## config.mk

```make
export PLATFORM = sky130hd
export DESIGN_NAME = cla_word_sequencer
export DESIGN_NICKNAME = d
export VERILOG_FILES = /design/src/rtl/cla_word_sequencer.sv
export SDC_FILE = /design/constraint.sdc
export NUM_CORES = 1
export LEC_CHECK = 0
export BUFFER_PORTS_ARGS = -buffer_cell sky130_fd_sc_hd__clkbuf_2
export CAP_MARGIN = 5
export CELL_PAD_IN_SITES_DETAIL_PLACEMENT = 0
export CELL_PAD_IN_SITES_GLOBAL_PLACEMENT = 2
export CORE_ASPECT_RATIO = 0.7
export CORE_UTILIZATION = 39
export CTS_BUF_LIST = sky130_fd_sc_hd__clkbuf_8
export DETAILED_ROUTE_END_ITERATION = 12
export PLACE_DENSITY = 0.92
export SYNTH_ARGS = -nofsm -noshare
export SYNTH_HDL_FRONTEND = slang
export SYNTH_SLANG_ARGS = --single-unit
```

## constraint.sdc

```tcl
create_clock -name clk -period 4.6 [get_ports clk]
set_clock_uncertainty 0.2 [all_clocks]
set_input_delay 0.69 -clock clk [delete_from_list [all_inputs] [get_ports clk]]
set_output_delay 0.69 -clock clk [all_outputs]
set_load 0.02 [all_outputs]
```

## src/rtl/cla_word_sequencer.sv

```systemverilog
// cla_word_sequencer
// Computes WIDTH-bit A+B+c_in (and optionally A-B) by reusing one 4-bit
// carry-lookahead cell, one nibble per clock, least-significant nibble first.
// Valid/ready handshakes on the operand side and on the result side.
//
// Optional feature macro: CLA_SEQ_SUB_EN
//   defined   -> op_sub port exists; op_sub=1 at accept computes A-B
//                (B is inverted and the carry seed forced to 1).
//   undefined -> op_sub port absent; only A+B+c_in is computed.
module cla_word_sequencer #(
    parameter int WIDTH = 16
) (
    input  logic             clk,
    input  logic             reset,
    input  logic             in_valid,
    output logic             in_ready,
    input  logic [WIDTH-1:0] a,
    input  logic [WIDTH-1:0] b,
    input  logic             c_in,
`ifdef CLA_SEQ_SUB_EN
    input  logic             op_sub,
`endif
    output logic             out_valid,
    input  logic             out_ready,
    output logic [WIDTH-1:0] sum,
    output logic             c_out,
    output logic             overflow
);

    localparam int NIB = WIDTH / 4;
    localparam int CW  = (NIB > 1) ? $clog2(NIB) : 1;

    typedef enum logic [1:0] {
        S_IDLE = 2'd0,
        S_RUN  = 2'd1,
        S_DONE = 2'd2
    } state_t;

    state_t state_q, state_d;

    logic [CW-1:0]    cnt_q, cnt_d;
    logic [WIDTH-1:0] a_q, a_d;
    logic [WIDTH-1:0] b_q, b_d;          // holds the effective B (inverted for subtract)
    logic             carry_q, carry_d;
    logic [WIDTH-5:0] part_q, part_d;    // upper partial result, filled from the top
    logic [WIDTH-1:0] sum_q, sum_d;
    logic             c_out_q, c_out_d;
    logic             ovf_q, ovf_d;

    logic             accept;
    logic             last_nib;
    logic [WIDTH-1:0] b_eff;
    logic             seed;

    // ------------------------------------------------------------------
    // 4-bit carry-lookahead cell
    // ------------------------------------------------------------------
    logic [3:0] cell_p, cell_g, cell_sum;
    logic [4:0] cell_c;

    genvar gi;
    generate
        for (gi = 0; gi < 4; gi++) begin : g_pg
            assign cell_p[gi] = a_q[gi] ^ b_q[gi];
            assign cell_g[gi] = a_q[gi] & b_q[gi];
        end
        for (gi = 0; gi < 4; gi++) begin : g_sum
            assign cell_sum[gi] = cell_p[gi] ^ cell_c[gi];
        end
    endgenerate

    // Lookahead carries: every carry is a flat sum of products of p/g and
    // the cell carry-in, never a ripple through the previous carry.
    always_comb begin
        logic prod;
        cell_c    = '0;
        cell_c[0] = carry_q;
        for (int i = 0; i < 4; i++) begin
            cell_c[i+1] = cell_g[i];
            prod        = cell_p[i];
            for (int j = i - 1; j >= 0; j--) begin
                cell_c[i+1] = cell_c[i+1] | (prod & cell_g[j]);
                prod        = prod & cell_p[j];
            end
            cell_c[i+1] = cell_c[i+1] | (prod & carry_q);
        end
    end

    // ------------------------------------------------------------------
    // Control decode
    // ------------------------------------------------------------------
    assign accept   = in_valid && (state_q == S_IDLE);
    assign last_nib = (cnt_q == CW'(NIB - 1));

    // Select the B value and carry seed that the cell will actually see.
    always_comb begin
        b_eff = b;
        seed  = c_in;
`ifdef CLA_SEQ_SUB_EN
        if (op_sub) begin
            b_eff = ~b;
            seed  = 1'b1;
        end
`endif
    end

    // FSM state register.
    always_ff @(posedge clk or posedge reset) begin
        if (reset) begin
            state_q <= S_IDLE;
        end else begin
            state_q <= state_d;
        end
    end

    // FSM next-state logic.
    always_comb begin
        state_d = state_q;
        case (state_q)
            S_IDLE:  if (accept)    state_d = S_RUN;
            S_RUN:   if (last_nib)  state_d = S_DONE;
            S_DONE:  if (out_ready) state_d = S_IDLE;
            default: state_d = S_IDLE;
        endcase
    end

    // FSM outputs: both handshake flags decode the registered state only.
    always_comb begin
        in_ready  = 1'b0;
        out_valid = 1'b0;
        case (state_q)
            S_IDLE:  in_ready  = 1'b1;
            S_DONE:  out_valid = 1'b1;
            default: ;
        endcase
    end

    // ------------------------------------------------------------------
    // Datapath
    // ------------------------------------------------------------------
    logic [WIDTH-1:0] part_full;
    assign part_full = {cell_sum, part_q};

    // Operand capture on accept; nibble step, shifts and result latch in RUN.
    always_comb begin
        a_d     = a_q;
        b_d     = b_q;
        carry_d = carry_q;
        cnt_d   = cnt_q;
        part_d  = part_q;
        sum_d   = sum_q;
        c_out_d = c_out_q;
        ovf_d   = ovf_q;
        case (state_q)
            S_IDLE: begin
                if (accept) begin
                    a_d     = a;
                    b_d     = b_eff;
                    carry_d = seed;
                    cnt_d   = '0;
                    part_d  = '0;
                end
            end
            S_RUN: begin
                a_d     = {4'b0000, a_q[WIDTH-1:4]};
                b_d     = {4'b0000, b_q[WIDTH-1:4]};
                carry_d = cell_c[4];
                cnt_d   = cnt_q + CW'(1);
                part_d  = part_full[WIDTH-1:4];
                if (last_nib) begin
                    // On the final nibble a_q[3]/b_q[3] are the operand MSBs.
                    cnt_d   = '0;
                    sum_d   = part_full;
                    c_out_d = cell_c[4];
                    ovf_d   = (a_q[3] == b_q[3]) && (cell_sum[3] != a_q[3]);
                end
            end
            default: ;
        endcase
    end

    // Datapath registers; reset clears everything so an aborted operation leaves no trace.
    always_ff @(posedge clk or posedge reset) begin
        if (reset) begin
            cnt_q   <= '0;
            a_q     <= '0;
            b_q     <= '0;
            carry_q <= 1'b0;
            part_q  <= '0;
            sum_q   <= '0;
            c_out_q <= 1'b0;
            ovf_q   <= 1'b0;
        end else begin
            cnt_q   <= cnt_d;
            a_q     <= a_d;
            b_q     <= b_d;
            carry_q <= carry_d;
            part_q  <= part_d;
            sum_q   <= sum_d;
            c_out_q <= c_out_d;
            ovf_q   <= ovf_d;
        end
    end

    assign sum      = sum_q;
    assign c_out    = c_out_q;
    assign overflow = ovf_q;

endmodule

```

## Word-level counts from Yosys, hierarchy flattened

Index checks and enable logic that the tools add are counted.

| operators by class | value |
|---|---|
| bitwise gates (word level) | 38 |
| eq/ne operators | 8 |
| add/subtract/negate cells | 1 |
| multiplexer cells | 17 |
| reduce and logical (&&, ||, !) cells | 7 |

Operators by type and width:

| operator | count |
|---|---|
| one-hot mux 16 bit (2 select lines) | 2 |
| 2-to-1 mux 16 bit | 2 |
| one-hot mux 12 bit (2 select lines) | 1 |
| AND 1 bit | 20 |
| 2-to-1 mux 12 bit | 1 |
| 2-to-1 mux 2 bit | 5 |
| OR 1 bit | 10 |
| bitwise XOR 1 bit | 8 |
| inequality test 2 bit (second input constant) | 3 |
| one-hot mux 2 bit (3 select lines) | 1 |
| equality test 2 bit (second input constant) | 2 |
| one-hot mux 2 bit (2 select lines) | 1 |
| AND reduction 2 bit | 2 |
| 2-to-1 mux 1 bit | 3 |
| AND reduction 3 bit | 1 |
| adder 2 x 1 -> 2 bit (second input constant) | 1 |
| equality test 2 x 1 -> 1 bit (second input constant) | 1 |
| logical AND 1 bit | 2 |
| logical NOT 2 bit | 1 |
| one-hot mux 1 bit (2 select lines) | 1 |
| nonzero test 2 bit | 1 |
| equality test 1 bit | 1 |
| inequality test 1 bit | 1 |

| word-level totals | value |
|---|---|
| logic and storage cells | 80 |
| register bits | 67 |
| output and inout port bits | 20 |

## Longest topological paths before layout

Gate-level depths: netlist of the first run.

| depth | value |
|---|---|
| word-level depth | 8 |
| gate-level depth with buffers | 6 |
| depth with buffers taken out | 5 |

## Least setup slack after synthesis of the first run

Ideal clock, no wire load.

| timing path | value |
|---|---|
| path kind | register -> output |
| start point | reg state_q[0] |
| end point | out out_valid |
| arrival | 1037 ps |
| path buffers | 2 |
| slack | 2673 ps |
| data required time | 3710 ps |
| stages on the path, launching flop included | 6 |
| path through | dfrtp_1 clkbuf_2 inv_1 buf_2 nand2_1 inv_1 |

| on the way | value |
|---|---|
| word-level cells in the longest chain between the ends | 2 |

RTL lines:

| what | RTL line | source |
|---|---|---|
| start, declared | 39 | `state_t state_q, state_d;` |
| start signal, assigned | 112 | `state_q <= state_d;` |
| equality test 2 bit | 131 | `case (state_q)` |
| 2-to-1 mux 1 bit | 131 |  |
| end, declared | 23 | `output logic out_valid,` |

No other way between the ends.

## Worst setup path after layout of the first run

Ends and elaborated chain as after synthesis.

==> results.ini, run 1 <==
[worst_setup_path]
cp_top_family=buffers and inverters
start_kind=flip-flop
crit_fanout=24
crit_path_end_kind=primary output
critical_path_class=flip-flop to primary output
cp_cell_sequence=inv_1, nand2_1, inv_1, clkbuf_2
required_ps=3710
cp_slowest_cell=inv_1
max_stage_delay_ps=540
critPathBufInv=3
cp_common_cell=inv_1
cp.arrival_ps=1660

[cells_and_area]
antenna_cells=0
layout_commonest_cell=dfrtp_1
num-nets-final=378
drive_gt1_frac=0.241
final_cell_mix=67 x dfrtp_1, 56 x clkbuf_2, 39 x nand2_1
synthToLayoutAreaGrowth_pct=19.2

[placement]
dpl.hpwl_um=4230
post-place-ws_ps=1860
numPortBuffers=56
place.gp.congestion=0.712

[global_routing]
antenna_found_initial=0
gr-usage-met3=0.0607
grt_most_used_layer=met2
track_usage=0.175
grt_pass1_wl_um=10700
use_met1=0.252
grt_max_degree=68
overflow=0
use_met2=0.258
grt_pass1_vias=2047

[pwr]
irDropWorstVdd_mv=0.244
power_mw=2.50
p_sw_mw=0.938
power_frac_clock=0.234
power.share.combinational=0.380
powerDensity_nw_per_um2=698
p_int_mw=1.56
switching_share=0.375
power_leakage_nw=1.72
p_seq_frac=0.386

[routing]
viasPerCell=5.08
drcViolationCount=0
wirelength_um=6530
dr.first_iter.drc_count=147
wl_per_cell_um=14.9
vias=2223
dr.pass1.iters=4
postRouteAntennaNets=0

[sta]
slew_headroom=0.441
fin_crit_sh=0.553
final.setup.tns_ps=0
period_minus_slack_ps=2550
worst_hold_slack_ps=277
worst_pin_slew_ps=838
rsz0062_at_grt=false
max_freq_mhz=393
hold_viol=0
final-setup-viol-count=0
final.setup.worst_slack_ps=2050
slew_violations=0

[yosys]
synth_compound_area_frac=0.187
synth-xor-area-share=0.0117
synth_top_cell_by_area=dfrtp_1
yosysSeqAreaShare=0.558
synthTopCellsByArea=dfrtp_1 56%, o21ai_0 5.5%, nand2_1 4.9%, a31oi_1 4.6%, and2_1 4.6%
synth_nets=328
synth_mux_area_frac=0.0524
synth_cell_types=31
yosysWarningCount=0
synth_seq_cells=67
netlist.area_leader.share=0.558
synthAdderAreaFrac=0.0275
synth-simple-area-share=0.126
syn_inst=285
syn-cell-area_um2=3010
synth_top_family_by_area=compound AO/OA/AOI/OAI gates
syn_area_per_cell_um2=10.5

[clocking]
post_cts_buffers=0
cts_resized=0
cts_max_level=3
numCtsBuffers=9
cts_buffer_depth=2
cts.sinks=67
worstSkewPairLatency_ps=340
tritoncts=done
cts_root_buf=clkbuf_8
path_clk_slew_ps=70
cts_hold_buf=0

[die]
die_w_um=107
die_area_um2=8070
coreArea_um2=7380
io_pins=57
start_util=0.407
die_h_um=75.5
rows=26

[run]
maxCapViolCount=0

[min_path]
hold_class=flip-flop to flip-flop

[outcome]
outcome=finished, final reports clean

[sequential cells by signal (all words and copies together) (netlist names)]
name / flops
overflow: 1
part_q: 12
b_q: 16
sum: 16
state_q: 2
cnt_q: 2
carry_q: 1
a_q: 16
c_out: 1
[through the flow]
step,cells,utilization,cell area (um^2)
final,438,0.485,3580
after global routing,438,0.485,3580
after CTS,438,0.485,3580
after detailed placement,422,0.453,3340
after global placement,422,0.453,3340
after floorplan,285,-,3010
[metal layers]
metal	share of wire	up-vias
li1	-	1100
met2	0.43	50
met1	0.52	1066
met4	0.0070	0
met5	0	-
met3	0.051	7
[power groups by stage]
stage                     Clock, mW  Combinational, mW  Sequential [mW]
after global routing          0.627               1.06            0.999
after floorplan                   0              0.630             1.03
after detailed placement          0              0.954            0.979
after CTS                     0.598              0.961            0.969
after global placement            0              0.935            0.974
final                         0.586              0.949            0.965
[layout make-up]
cell class,count,area (um^2)
inverters,4,15.0
repair buffers,60,310
clock buffers,9,124
flip-flops and latches,67,1680
clock inverters,7,116
fillers,698,3800
multi-input cells,193,1220
well taps,98,123
[tightest hold or removal path: stages, from the launching register on]
cell and delay, ps:
dfrtp_1 340, nand2_1 50, o21ai_0 60
[worst paths after layout]
path / from / cells past startpoint / end / slack [ps]
min in group asynchronous: reset / 3 / sum[2] / 370
worst min-delay path: b_q[10] / 2 / b_q[10] / 280
worst max register to register: state_q[1] / 4 / sum[7] / 2290
worst max-delay path: state_q[0] / 4 / out_valid / 2050
max in group asynchronous: reset / 3 / b_q[1] / 3270
worst min register to register: b_q[10] / 2 / b_q[10] / 280
[logic make-up (layout without fill, tap and decap cells)]
| family | count (synthesis) | in the layout |
|---|---|---|
| xor gates and xnor gates | 4 | 4 |
| DFF | 67 | 67 |
| AOI/OAI and AO/OA | 92 | 92 |
| and+or+nand+nor | 77 | 77 |
| adders and majority gates | 6 | 6 |
| buffers and inverters | 25 | 80 |
| muxes | 14 | 14 |
[synthesized netlist by cell type (all sizes together)]
cell and n:
a211o 1, a21oi 11, a22o 11, a22oi 3, a31oi 22, a32o 1, and2 22, and2b 1
buf 14, clkbuf 7, dfrtp 67, fa 1, ha 5, inv 4, mux2 14, nand2 40
nand2b 2, nor2 3, nor2b 9, o21a 1, o21ai 38, o21bai 2, o31ai 2, xnor2 2
xor2 2
No activity file was read; power rests on OpenSTA's default activity.
==> run 2, diff against run 1 <==
--- a/config.mk
+++ b/config.mk
@@ -10,10 +10,10 @@
 export CELL_PAD_IN_SITES_DETAIL_PLACEMENT = 0
 export CELL_PAD_IN_SITES_GLOBAL_PLACEMENT = 2
 export CORE_ASPECT_RATIO = 0.7
-export CORE_UTILIZATION = 39
+export CORE_UTILIZATION = 36
 export CTS_BUF_LIST = sky130_fd_sc_hd__clkbuf_8
 export DETAILED_ROUTE_END_ITERATION = 12
-export PLACE_DENSITY = 0.92
+export PLACE_DENSITY = 0.86
 export SYNTH_ARGS = -nofsm -noshare
 export SYNTH_HDL_FRONTEND = slang
 export SYNTH_SLANG_ARGS = --single-unit
==> constraint.sdc (replaced) <==
create_clock -name clk -period 2.4 [get_ports clk]
set_clock_uncertainty 0.2 [all_clocks]
set_input_delay 0.36 -clock clk [delete_from_list [all_inputs] [get_ports clk]]
set_output_delay 0.36 -clock clk [all_outputs]
set_load 0.02 [all_outputs]
==> run 2 against run 1 <==
  * The run now ends with design-rule violations left
  * Power rose by 87%
  * Clock-buffer cell count did not move
  * Setup slack got worse by 1700 ps
  * Largest power group unchanged
  * Sequential power rose by 94%
  * Sequential share of layout area fell by 0.44 points
==> results.ini, run 2 (synthesis gave the netlist of run 1 again) <==
[placement]
place.gp.congestion=0.732
numPortBuffers=56
place_area_um2=3410
dpl.hpwl_um=4610

[pwr]
powerDensity_nw_per_um2=1290
irDropWorstVdd_mv=0.440
power_mw=4.67
power_leakage_nw=1.74

[sta]
slew_violations=0
rsz0062_at_grt=false
final-setup-viol-count=0
hold_viol=0
slew_headroom=0.530
worst_hold_slack_ps=27.2
max_freq_mhz=492
fin_crit_sh=0.848
period_minus_slack_ps=2030
final.setup.tns_ps=0
worst_pin_slew_ps=704

[worst_setup_path]
cp_slowest_cell=dfrtp_1
cp-endpoint=out_valid
crit_fanout=36
r2r-start=state_q[1]
cp.arrival_ps=1470
start_kind=flip-flop
r2r_setup_slack_ps=380
crit_path_start=state_q[0]
critical_path_class=flip-flop to primary output
crit_path_end_kind=primary output
r2r_end=sum[8]
required_ps=1840
max_stage_delay_ps=410
cp_common_cell=inv_1
cp_cell_sequence=buf_4, inv_1, nand2_1, inv_1, clkbuf_2
ff2ff_path_depth=3

[die]
die_h_um=78.5
coreArea_um2=7970
rows=27
die_w_um=111
io_pins=57
die_area_um2=8730
start_util=0.377

[routing]
postRouteAntennaNets=0
viasPerCell=5.06
wirelength_um=6720
dr.pass1.iters=10
vias=2260
wl_per_cell_um=15.0
dr.first_iter.drc_count=90
drcViolationCount=2

[outcome]
violations=design-rule violations
outcome=finished, violations left

[clocking]
cts_resized=0
cts_hold_buf=1
cts_max_level=3
path_clk_slew_ps=70
numCtsBuffers=9
cts_buffer_depth=2
worstSkewPairLatency_ps=340
post_cts_buffers=0
cts.sinks=67
tritoncts=done
cts_root_buf=clkbuf_8

[cells_and_area]
synthToLayoutAreaGrowth_pct=20.3
finalCoreUtilization=0.454
antenna_cells=0
final_cell_mix=67 x dfrtp_1, 56 x clkbuf_2, 39 x nand2_1
layout_commonest_cell=dfrtp_1
drive_gt1_frac=0.251
fin_area_um2=3620
num-nets-final=384

[global_routing]
grt_pass1_vias=2337
grt_pass1_wl_um=11600
grt_max_degree=68
antenna_found_initial=0
overflow=0
track_usage=0.170

[run]
maxCapViolCount=0

[min_path]
hold_depth=2
hold_class=input port to flip-flop

run 2: cell types whose count changed in the layout (fill, tap and decap cells not counted), sizes merged:
| cell | previous run | this run |
|---|---|---|
| buf | 4 | 9 |
| bufinv | 3 | 1 |
| inv | 4 | 6 |
| dlygate4sd3 | 0 | 1 |
run 2: report_power, final:
part,internal (mW),total [mW],switching (mW)
clock,0.485,0.937,0.453
combinational,0.767,1.86,1.09
sequential,1.59,1.87,0.278
run 2: critical path: cells and delay by family, from the launching register on:
kind,cells,cell delay (ps)
buffers and inverters,4,620
DFF,1,410
and+or+nand+nor,1,110
run 2: final cells by class:
class	instances	area, um^2
clock inverters	7	73.8
well taps	101	126
multi-input cells	193	1220
clock buffers	9	124
fillers	767	4360
repair buffers	66	383
inverters	4	15.0
flip-flops and latches	67	1680
run 2: worst min-delay path by stage:
| stage | startpoint | endpoint | slack (ps) |
|---|---|---|---|
| after floorplan | a_q[10] | a_q[10] | 240 |
| after global placement | reset | cnt_q[0] | 250 |
| after detailed placement | reset | a_q[14] | 250 |
| after CTS | out_ready | state_q[1] | 20 |
| after global routing | out_ready | state_q[1] | 30 |
| final | out_ready | state_q[1] | 30 |
run 2: through the flow:
step                      instances  setup WS [ps]
after detailed placement        430            350
after global routing            447            221
after floorplan                 285            157
final                           447            365
after CTS                       447            331
after global placement          430            424
run 2: metal layers:
layer,routed length (um),part of all wire,track usage
met1,3450,0.51,0.237
met4,80,0.012,0.0568
met2,2920,0.43,0.254
met5,0,0,0
met3,272,0.040,0.0486
==> run 3, diff against run 2 <==
--- a/config.mk
+++ b/config.mk
@@ -5,12 +5,13 @@
 export SDC_FILE = /design/constraint.sdc
 export NUM_CORES = 1
 export LEC_CHECK = 0
+export ABC_AREA = 1
 export BUFFER_PORTS_ARGS = -buffer_cell sky130_fd_sc_hd__clkbuf_2
 export CAP_MARGIN = 5
 export CELL_PAD_IN_SITES_DETAIL_PLACEMENT = 0
 export CELL_PAD_IN_SITES_GLOBAL_PLACEMENT = 2
 export CORE_ASPECT_RATIO = 0.7
-export CORE_UTILIZATION = 36
+export CORE_UTILIZATION = 34
 export CTS_BUF_LIST = sky130_fd_sc_hd__clkbuf_8
 export DETAILED_ROUTE_END_ITERATION = 12
 export PLACE_DENSITY = 0.86
==> constraint.sdc (replaced) <==
create_clock -name clk -period 1.9 [get_ports clk]
set_clock_uncertainty 0.2 [all_clocks]
set_input_delay 0.285 -clock clk [delete_from_list [all_inputs] [get_ports clk]]
set_output_delay 0.285 -clock clk [all_outputs]
set_load 0.02 [all_outputs]
==> run 3 against run 2 <==
  * The flow now finishes without violations
  * Final area up 3.2%
  * Sequential power is 30% higher
  * Via count increased by 8.5%
  * Cell count grew 17%
  * Largest cell class unchanged
  * Largest power group is now combinational logic
==> results.ini, run 3 <==
[sta]
max_freq_mhz=570
final.setup.worst_slack_ps=147
slew_violations=0
fin_crit_sh=0.923
final-setup-viol-count=0
rsz0062_at_grt=false
final.setup.tns_ps=0
worst_pin_slew_ps=393
hold_viol=0
slew_headroom=0.738
period_minus_slack_ps=1750

[worst_setup_path]
required_ps=1980
max_stage_delay_ps=410
cp_cell_sequence=ha_1, nand2_1, nand2_1, nor2_1, nand2_1, nand2_1, nand3_1, nand2_1
start_kind=flip-flop
crit_fanout=6
cp_slowest_cell=dfrtp_1
critical_path_class=flip-flop to flip-flop
cp_common_cell=nand2_1
crit_path_end_kind=flip-flop
cp.arrival_ps=1830

[clocking]
worstSkewPairLatency_ps=340
path_clk_slew_ps=70
cts_buffer_depth=2
cts_root_buf=clkbuf_8
cts.sinks=67
tritoncts=done
cts_max_level=3
numCtsBuffers=9
post_cts_buffers=0

[die]
rows=27
die_w_um=113
io_pins=57
start_util=0.363
die_h_um=79.8
coreArea_um2=8110
die_area_um2=9030

[yosys]
synth_top_cell_by_area=dfrtp_1
netlist.area_leader.share=0.570
yosysSeqAreaShare=0.570
yosysWarningCount=0
syn_area_per_cell_um2=8.80
synth_seq_cells=67
synth_most_common_cell=nand2_1
yosys-top-cells-count=84 x nand2_1, 67 x dfrtp_1, 36 x o21ai_1
syn-cell-area_um2=2940
synthTopCellsByArea=dfrtp_1 57%, nand2_1 11%, o21ai_1 6.1%, o21ai_0 4.9%, nor2_1 3.7%
synthFlopType=dfrtp_1
synth_cell_types=24
synth-edff-count=0
syn_inst=334
async_flop_share=1.00
synth_nets=377

[pwr]
irDropWorstVdd_mv=0.600
power_leakage_nw=1.89
powerDensity_nw_per_um2=1710

[routing]
dr.first_iter.drc_count=108
drcViolationCount=0
vias=2451
postRouteAntennaNets=0
wl_per_cell_um=13.2
viasPerCell=4.70
wirelength_um=6860
dr.pass1.iters=4

[global_routing]
grt_max_degree=68
antenna_found_initial=0
grt_pass1_wl_um=11800
track_usage=0.172
overflow=0
grt_pass1_vias=2436

[cells_and_area]
synthToLayoutAreaGrowth_pct=26.9
final_cell_mix=84 x nand2_1, 67 x dfrtp_1, 56 x clkbuf_2
num-nets-final=458
fill_cells=823
final_cells=521
drive_gt1_frac=0.207
layout_commonest_cell=nand2_1
antenna_cells=0

[placement]
dpl.hpwl_um=4760
place_inst=484
numPortBuffers=56
post-place-ws_ps=176
place.gp.congestion=0.725

[outcome]
outcome=finished, final reports clean

[min_path]
hold_class=input port to flip-flop

[run]
maxCapViolCount=0

run 3: cell count changes after synthesis, moves of 19 or more:
cell	delta
o21ai_1	+31
nor2_1	+26
inv_1	+19
a31oi_1	-22
nand2_1	+45
and2_1	-22
run 3: worst paths after layout:
kind | cells after the start | endpoint | slack (ps) | start
setup / recovery | 8 | part_q[11] | 150 | b_q[2]
max in group asynchronous | 4 | b_q[10] | 810 | reset
setup reg to reg | 8 | part_q[11] | 150 | b_q[2]
min in group asynchronous | 4 | sum[10] | 360 | reset
hold reg to reg | 2 | b_q[13] | 270 | b_q[13]
hold / removal | 3 | a_q[3] | 20 | a[3]
run 3: cell type report:
class,count,area [um^2],share of cell area
multi-input combinational,224,1060,0.285
inverter,26,101,0.0272
clock buffer,11,151,0.0406
tap,101,126,0.0339
clock inverter,5,21.3,0.00570
sequential,67,1680,0.449
timing repair buffer,87,591,0.158
run 3: per-layer routing:
metal | global-route usage | up-vias | routed length [um]
met5 | 0 | - | 0
met3 | 0.0532 | 6 | 281
met4 | 0.0513 | 0 | 61
met1 | 0.249 | 1144 | 3660
met2 | 0.244 | 46 | 2860
li1 | - | 1255 | -
run 3: stage by stage:
step | area [um^2] | util | hold slack [ps] | power (mW)
3_3_place_gp | 3350 | 0.413 | 201 | 5.33
2_1_floorplan | 2940 | - | 180 | 4.52
6_report | 3730 | 0.460 | 20.6 | 6.39
4_1_cts | 3730 | 0.460 | 3.33 | 6.49
5_1_grt | 3730 | 0.460 | 12.0 | 6.97
3_5_place_dp | 3350 | 0.413 | 206 | 5.38
run 3: timing repair:
action	CTS	global route
endpoints found under the hold margin	87	0
gates resized for setup	0	0
hold buffers	21	0
run 3: cell families (layout without fill, tap and decap cells):
| group | after synthesis | after routing | synth area share |
|---|---|---|---|
| buffers and inverters | 43 | 129 | 0.0677 |
| flip-flops | 67 | 67 | 0.570 |
| XOR/XNOR | 1 | 1 | 0.00298 |
| adder cells (fa/ha/maj) | 6 | 6 | 0.0281 |
| AO/OA/AOI/OAI | 79 | 79 | 0.141 |
| AND/OR/NAND/NOR | 138 | 138 | 0.190 |
run 3: report_power, final:
| group | total (mW) | switching, mW | internal (mW) |
|---|---|---|---|
| logic | 2.92 | 1.85 | 1.07 |
| clock network | 1.03 | 0.505 | 0.526 |
| registers | 2.43 | 0.362 | 2.07 |
run 3: worst max-delay path, delay by kind of cell (launching register included):
family / cells / cell delay (ps)
AND/OR/NAND/NOR: 7 / 710
flip-flops: 1 / 410
adder cells (fa/ha/maj): 1 / 370
